### src/rtl/glb_rx_ppe_sync_ctrl.sv
// glb_rx_ppe_sync_ctrl
// Global RX control: broadcasts a shared-table sync to N_PPE lanes and
// collects one ack per lane. Each round has a per-lane enable mask, an
// optional timeout that captures which lanes are missing, and an epoch
// counter of successful rounds.
//
// Ports:
//   cclk, rst_n          core clock, asynchronous active-low reset
//   req_valid/req_ready  round request handshake (ready only when idle)
//   req_mask, tmo_limit  participating lanes and ack timeout (0 = none),
//                        sampled at accept
//   glb_sync  [N_PPE]    per-lane sync level, drops after that lane acks
//   glb_ack   [N_PPE]    per-lane ack pulse
//   done, timeout        1-cycle round completion / abort pulses
//   ack_missing [N_PPE]  lanes still outstanding at the last timeout
//   epoch     [EPOCH_W]  wrapping count of successful rounds
//
// Optional feature (macro GLB_RX_PPE_SPURIOUS_CNT_EN): adds output
// spurious_cnt[15:0], a saturating count of ignored ack bits.
module glb_rx_ppe_sync_ctrl #(
    parameter int unsigned N_PPE   = 4,
    parameter int unsigned TMO_W   = 16,
    parameter int unsigned EPOCH_W = 8
) (
    input  logic               cclk,
    input  logic               rst_n,
    input  logic               req_valid,
    output logic               req_ready,
    input  logic [N_PPE-1:0]   req_mask,
    input  logic [TMO_W-1:0]   tmo_limit,
    output logic [N_PPE-1:0]   glb_sync,
    input  logic [N_PPE-1:0]   glb_ack,
    output logic               done,
    output logic               timeout,
    output logic [N_PPE-1:0]   ack_missing,
    output logic [EPOCH_W-1:0] epoch
`ifdef GLB_RX_PPE_SPURIOUS_CNT_EN
    ,
    output logic [15:0]        spurious_cnt
`endif
);

    typedef enum logic [1:0] {
        S_IDLE = 2'd0,
        S_SYNC = 2'd1,
        S_DONE = 2'd2,
        S_ERR  = 2'd3
    } state_e;

    state_e             state_q, state_d;
    logic [N_PPE-1:0]   mask_q, mask_d;
    logic [TMO_W-1:0]   lim_q, lim_d;
    logic [N_PPE-1:0]   ack_seen_q, ack_seen_d;
    logic [TMO_W-1:0]   tmo_cnt_q, tmo_cnt_d;
    logic               req_ready_q, req_ready_d;
    logic [N_PPE-1:0]   glb_sync_q, glb_sync_d;
    logic               done_q, done_d;
    logic               timeout_q, timeout_d;
    logic [N_PPE-1:0]   ack_missing_q, ack_missing_d;
    logic [EPOCH_W-1:0] epoch_q, epoch_d;
    logic [N_PPE-1:0]   outstanding;

    // Next-state and registered-output logic
    always_comb begin
        state_d       = state_q;
        mask_d        = mask_q;
        lim_d         = lim_q;
        ack_seen_d    = ack_seen_q;
        tmo_cnt_d     = tmo_cnt_q;
        glb_sync_d    = glb_sync_q;
        done_d        = 1'b0;
        timeout_d     = 1'b0;
        ack_missing_d = ack_missing_q;
        epoch_d       = epoch_q;
        outstanding   = '0;

        case (state_q)
            S_IDLE: begin
                if (req_valid && req_ready_q) begin
                    state_d       = S_SYNC;
                    mask_d        = req_mask;
                    lim_d         = tmo_limit;
                    ack_seen_d    = '0;
                    tmo_cnt_d     = '0;
                    ack_missing_d = '0;
                    glb_sync_d    = req_mask;
                end
            end
            S_SYNC: begin
                ack_seen_d  = ack_seen_q | (glb_ack & mask_q);
                outstanding = mask_q & ~ack_seen_d;
                glb_sync_d  = outstanding;
                if (tmo_cnt_q != '1) begin
                    tmo_cnt_d = tmo_cnt_q + TMO_W'(1);
                end
                // Completion is checked first so a last ack beats a same-cycle timeout
                if (outstanding == '0) begin
                    state_d    = S_DONE;
                    done_d     = 1'b1;
                    glb_sync_d = '0;
                    epoch_d    = epoch_q + EPOCH_W'(1);
                end else if ((lim_q != '0) && (tmo_cnt_q == lim_q)) begin
                    state_d       = S_ERR;
                    timeout_d     = 1'b1;
                    glb_sync_d    = '0;
                    ack_missing_d = outstanding;
                end
            end
            S_DONE:  state_d = S_IDLE;
            S_ERR:   state_d = S_IDLE;
            default: state_d = S_IDLE;
        endcase

        req_ready_d = (state_d == S_IDLE);
    end

    always_ff @(posedge cclk or negedge rst_n) begin
        if (!rst_n) begin
            state_q       <= S_IDLE;
            mask_q        <= '0;
            lim_q         <= '0;
            ack_seen_q    <= '0;
            tmo_cnt_q     <= '0;
            req_ready_q   <= 1'b1;
            glb_sync_q    <= '0;
            done_q        <= 1'b0;
            timeout_q     <= 1'b0;
            ack_missing_q <= '0;
            epoch_q       <= '0;
        end else begin
            state_q       <= state_d;
            mask_q        <= mask_d;
            lim_q         <= lim_d;
            ack_seen_q    <= ack_seen_d;
            tmo_cnt_q     <= tmo_cnt_d;
            req_ready_q   <= req_ready_d;
            glb_sync_q    <= glb_sync_d;
            done_q        <= done_d;
            timeout_q     <= timeout_d;
            ack_missing_q <= ack_missing_d;
            epoch_q       <= epoch_d;
        end
    end

    assign req_ready   = req_ready_q;
    assign glb_sync    = glb_sync_q;
    assign done        = done_q;
    assign timeout     = timeout_q;
    assign ack_missing = ack_missing_q;
    assign epoch       = epoch_q;

`ifdef GLB_RX_PPE_SPURIOUS_CNT_EN
    logic [N_PPE-1:0] ignored;
    logic [16:0]      spur_sum;
    logic [15:0]      spur_q, spur_d;

    // Ignored ack bits: everything outside SYNC, else unmasked or already-acked lanes
    always_comb begin
        ignored = glb_ack;
        if (state_q == S_SYNC) begin
            ignored = glb_ack & ~(mask_q & ~ack_seen_q);
        end
        spur_sum = {1'b0, spur_q};
        for (int i = 0; i < int'(N_PPE); i++) begin
            spur_sum = spur_sum + 17'(ignored[i]);
        end
        spur_d = spur_sum[16] ? 16'hFFFF : spur_sum[15:0];
    end

    always_ff @(posedge cclk or negedge rst_n) begin
        if (!rst_n) begin
            spur_q <= '0;
        end else begin
            spur_q <= spur_d;
        end
    end

    assign spurious_cnt = spur_q;
`endif

endmodule
### config.mk
export PLATFORM = sky130hd
export DESIGN_NAME = glb_rx_ppe_sync_ctrl
export DESIGN_NICKNAME = d
export VERILOG_FILES = /design/src/rtl/glb_rx_ppe_sync_ctrl.sv
export SDC_FILE = /design/constraint.sdc
export NUM_CORES = 1
export LEC_CHECK = 0
export ABC_AREA = 1
export BUFFER_PORTS_ARGS = -buffer_cell sky130_fd_sc_hd__buf_4
export CAP_MARGIN = 30
export CORE_UTILIZATION = 55
export CTS_CLUSTER_SIZE = 10
export DETAILED_ROUTE_END_ITERATION = 8
export PLACE_DENSITY = 0.78
export SLEW_MARGIN = 25
export SYNTH_ARGS = -nofsm -noshare
export SYNTH_HDL_FRONTEND = slang
export SYNTH_SLANG_ARGS = --single-unit
export TNS_END_PERCENT = 5
### constraint.sdc
create_clock -name cclk -period 3.1 [get_ports cclk]
set_clock_uncertainty 0.2 [all_clocks]
set_input_delay 0.465 -clock cclk [delete_from_list [all_inputs] [get_ports cclk]]
set_output_delay 0.465 -clock cclk [all_outputs]
set_load 0.05 [all_outputs]
==> impl_results.md <==
* Status: completed
* Leak at 1.97 nW
* Vias at 3000
* Post-CTS sizing at 0
* Main area contributors after synthesis: dfrtp_1, nand2_1, inv_1
* Share of layout cells above drive strength 1 at 0.180
* H-tree levels at 3
* Num CTS Buffers at 9
* DP Worst Slack at 0.908 ns
* Hold Fails Final Rpt at 0
* HP Class: in -> async
* Core footprint at 0.00564 mm2
* Starting DRT DRC Count at 272
* Die Height at 79.4 um
* Antenna violations before repair at 0
* Post-DP HPWL at 5730 um
* CP Cell Sequence: nand3_1 -> inv_1 -> nor2_1 -> nor2_2 -> buf_4 -> inv_2 -> nand2_1 -> o21ai_0
* Total grt overflow at 0
* Gpl congestion at 0.936
* Worst Tran Pin Value at 0.759 ns
* Minimum clock period at 2.20 ns
* Register bit total from synthesis at 61
* Clock Latency Late Sink at 0.33 ns
* Final core utilization at 0.694
* Slowest CP cell: dfstp_2
* Crit end category: flop
* Synthesis-to-finish area growth at 18.9%
* WL/cell at 14.0 um
* Register area at 0.00153 mm2
* CTS tree: yes
* Multi-input logic area at 0.00149 mm2
* Remaining antenna violation count at 0
* Vias/cell at 5.34
* Post-CTS Setup Inserts at 0
* CP Buf/Inv Count at 3
* Port buffer count at 45
* Worst path arrival time at 2.21 ns
* Overall power at 0.00349 W
* Max clock buf depth at 2
* Worst-path clk slew at 0.07 ns
* Synth area leader: dfrtp_1
* Post-Layout Cell Count at 562
* Final period utilization at 0.709
* Library cells used by synthesis at 28
* Routed Wire Length at 7850 um
* Mapped Area at 0.00329 mm2
* Ports at 46
* Crit start category: flop
* Hold_buf cts at 0
* Max-cap violation count at 0
* Yosys top cell area share at 0.456
* Post-Syn Nets at 465
* Final setup TNS at 0 ns
* Worst vdd ir at 541 uV
* Layout Nets at 515
* Post-route worst setup slack at 0.902 ns
* Number of global-route vias before repair at 2837
* Most frequent cells in the layout: nand2_1, dfrtp_1, inv_1
* Slew Limit Fails at 0
* Worst Path Max Fanout at 14
* F_max at 455 MHz
* Die width at 79.4 um
* Clock Tree Root: clkbuf_8
* Syn_area_per_cell at 7.56 um2
* Unrepaired setup endpoints after global routing: false
* Synth warn at 0
* Clk sinks at 61
* Sequential fraction of the synthesis area at 0.464
* Synthesized instance count at 436
* Final setup viols at 0
* DRC Markers at 0
* Die area at 0.00630 mm2
* WS Path Type: reg -> reg
* Core Rows at 27
* First-pass GRT wire length at 13100 um
* Crit path largest cell delay at 0.53 ns
* Inst Count DP at 547
* CP required at 3.12 ns
* DR pass1 iterations at 5
* ANT cells at 0
* Pwr Density at 892 mW/mm2
* Commonest non-fill, non-tap cell in the layout: nand2_1
* Largest net degree at the start of global routing at 62
* Total Routing Usage GR at 0.273
* Slew margin rel. at 0.494
* CP delay by family, top: simple AND/OR/NAND/NOR gates
* Filler Cells Inserted at 464
* Initial Util at 0.584
[logic make-up after synthesis]
kind of cell	Yosys count	synth area share
and+or+nand+nor	238	0.310
xor gates and xnor gates	15	0.0399
buffers and inverters	71	0.0839
adders and majority gates	2	0.00759
AOI/OAI and AO/OA	49	0.0953
DFF	61	0.464
[through the flow]
| stage | cell area, um2 | hold slack, ns |
|---|---|---|
| after detailed placement | 3700 | 0.296 |
| final | 3920 | 0.00268 |
| after floorplan | 3290 | -0.0306 |
| after global placement | 3700 | 0.291 |
| after CTS | 3920 | 0.0268 |
| after global routing | 3920 | 0.0488 |
[cell usage after synthesis, drive strengths merged]
master    n
a21oi     7
and2      1
buf       3
clkbuf    7
dfrtp    60
dfstp     1
ha        2
inv      61
nand2   135
nand3    28
nand4    12
nor2     46
nor3     15
nor3b     1
o21ai    31
o22ai    10
o311ai    1
xnor2     3
xor2     12
[path summary, 6_finish.rpt]
| path | startpoint | slack (ns) | endpoint | cells after the start |
|---|---|---|---|---|
| min | rst_n | 0.003 | lim_q[5] | 1 |
| max reg2reg | req_ready | 0.90 | tmo_cnt_q[11] | 8 |
| max in group asynchronous | rst_n | 2.19 | timeout | 1 |
| min in group cclk | tmo_limit[14] | 0.14 | lim_q[14] | 3 |
| max | req_ready | 0.90 | tmo_cnt_q[11] | 8 |
| min reg2reg | mask_q[1] | 0.31 | mask_q[1] | 2 |
[flip-flops by register name, summed over array words and instances (netlist names)]
register	cells
lim_q	16
req_ready	1
epoch	8
ack_seen_q	4
done	1
timeout	1
state_q	2
glb_sync	4
mask_q	4
ack_missing	4
tmo_cnt_q	16
[layer usage]
metal	global-route usage	up-vias	share of wire
met5	0	-	0
met4	0.115	0	0.019
met3	0.0629	15	0.057
met2	0.439	110	0.47
met1	0.356	1390	0.45
li1	-	1485	-
[cell type report]
type                    count  share of cell area
multi-input cells         304               0.380
clock inverters             5              0.0192
inverters                  61              0.0584
well taps                  72              0.0230
clock buffers              10              0.0351
repair buffers             49              0.0939
flip-flops and latches     61               0.390
[power by group]
part	internal, W	total, W	switching (W)
clock network	0.000466	0.000763	0.000298
registers	0.00105	0.00125	0.000200
logic	0.000454	0.00148	0.00102
No activity file was read; power rests on OpenSTA's default activity.
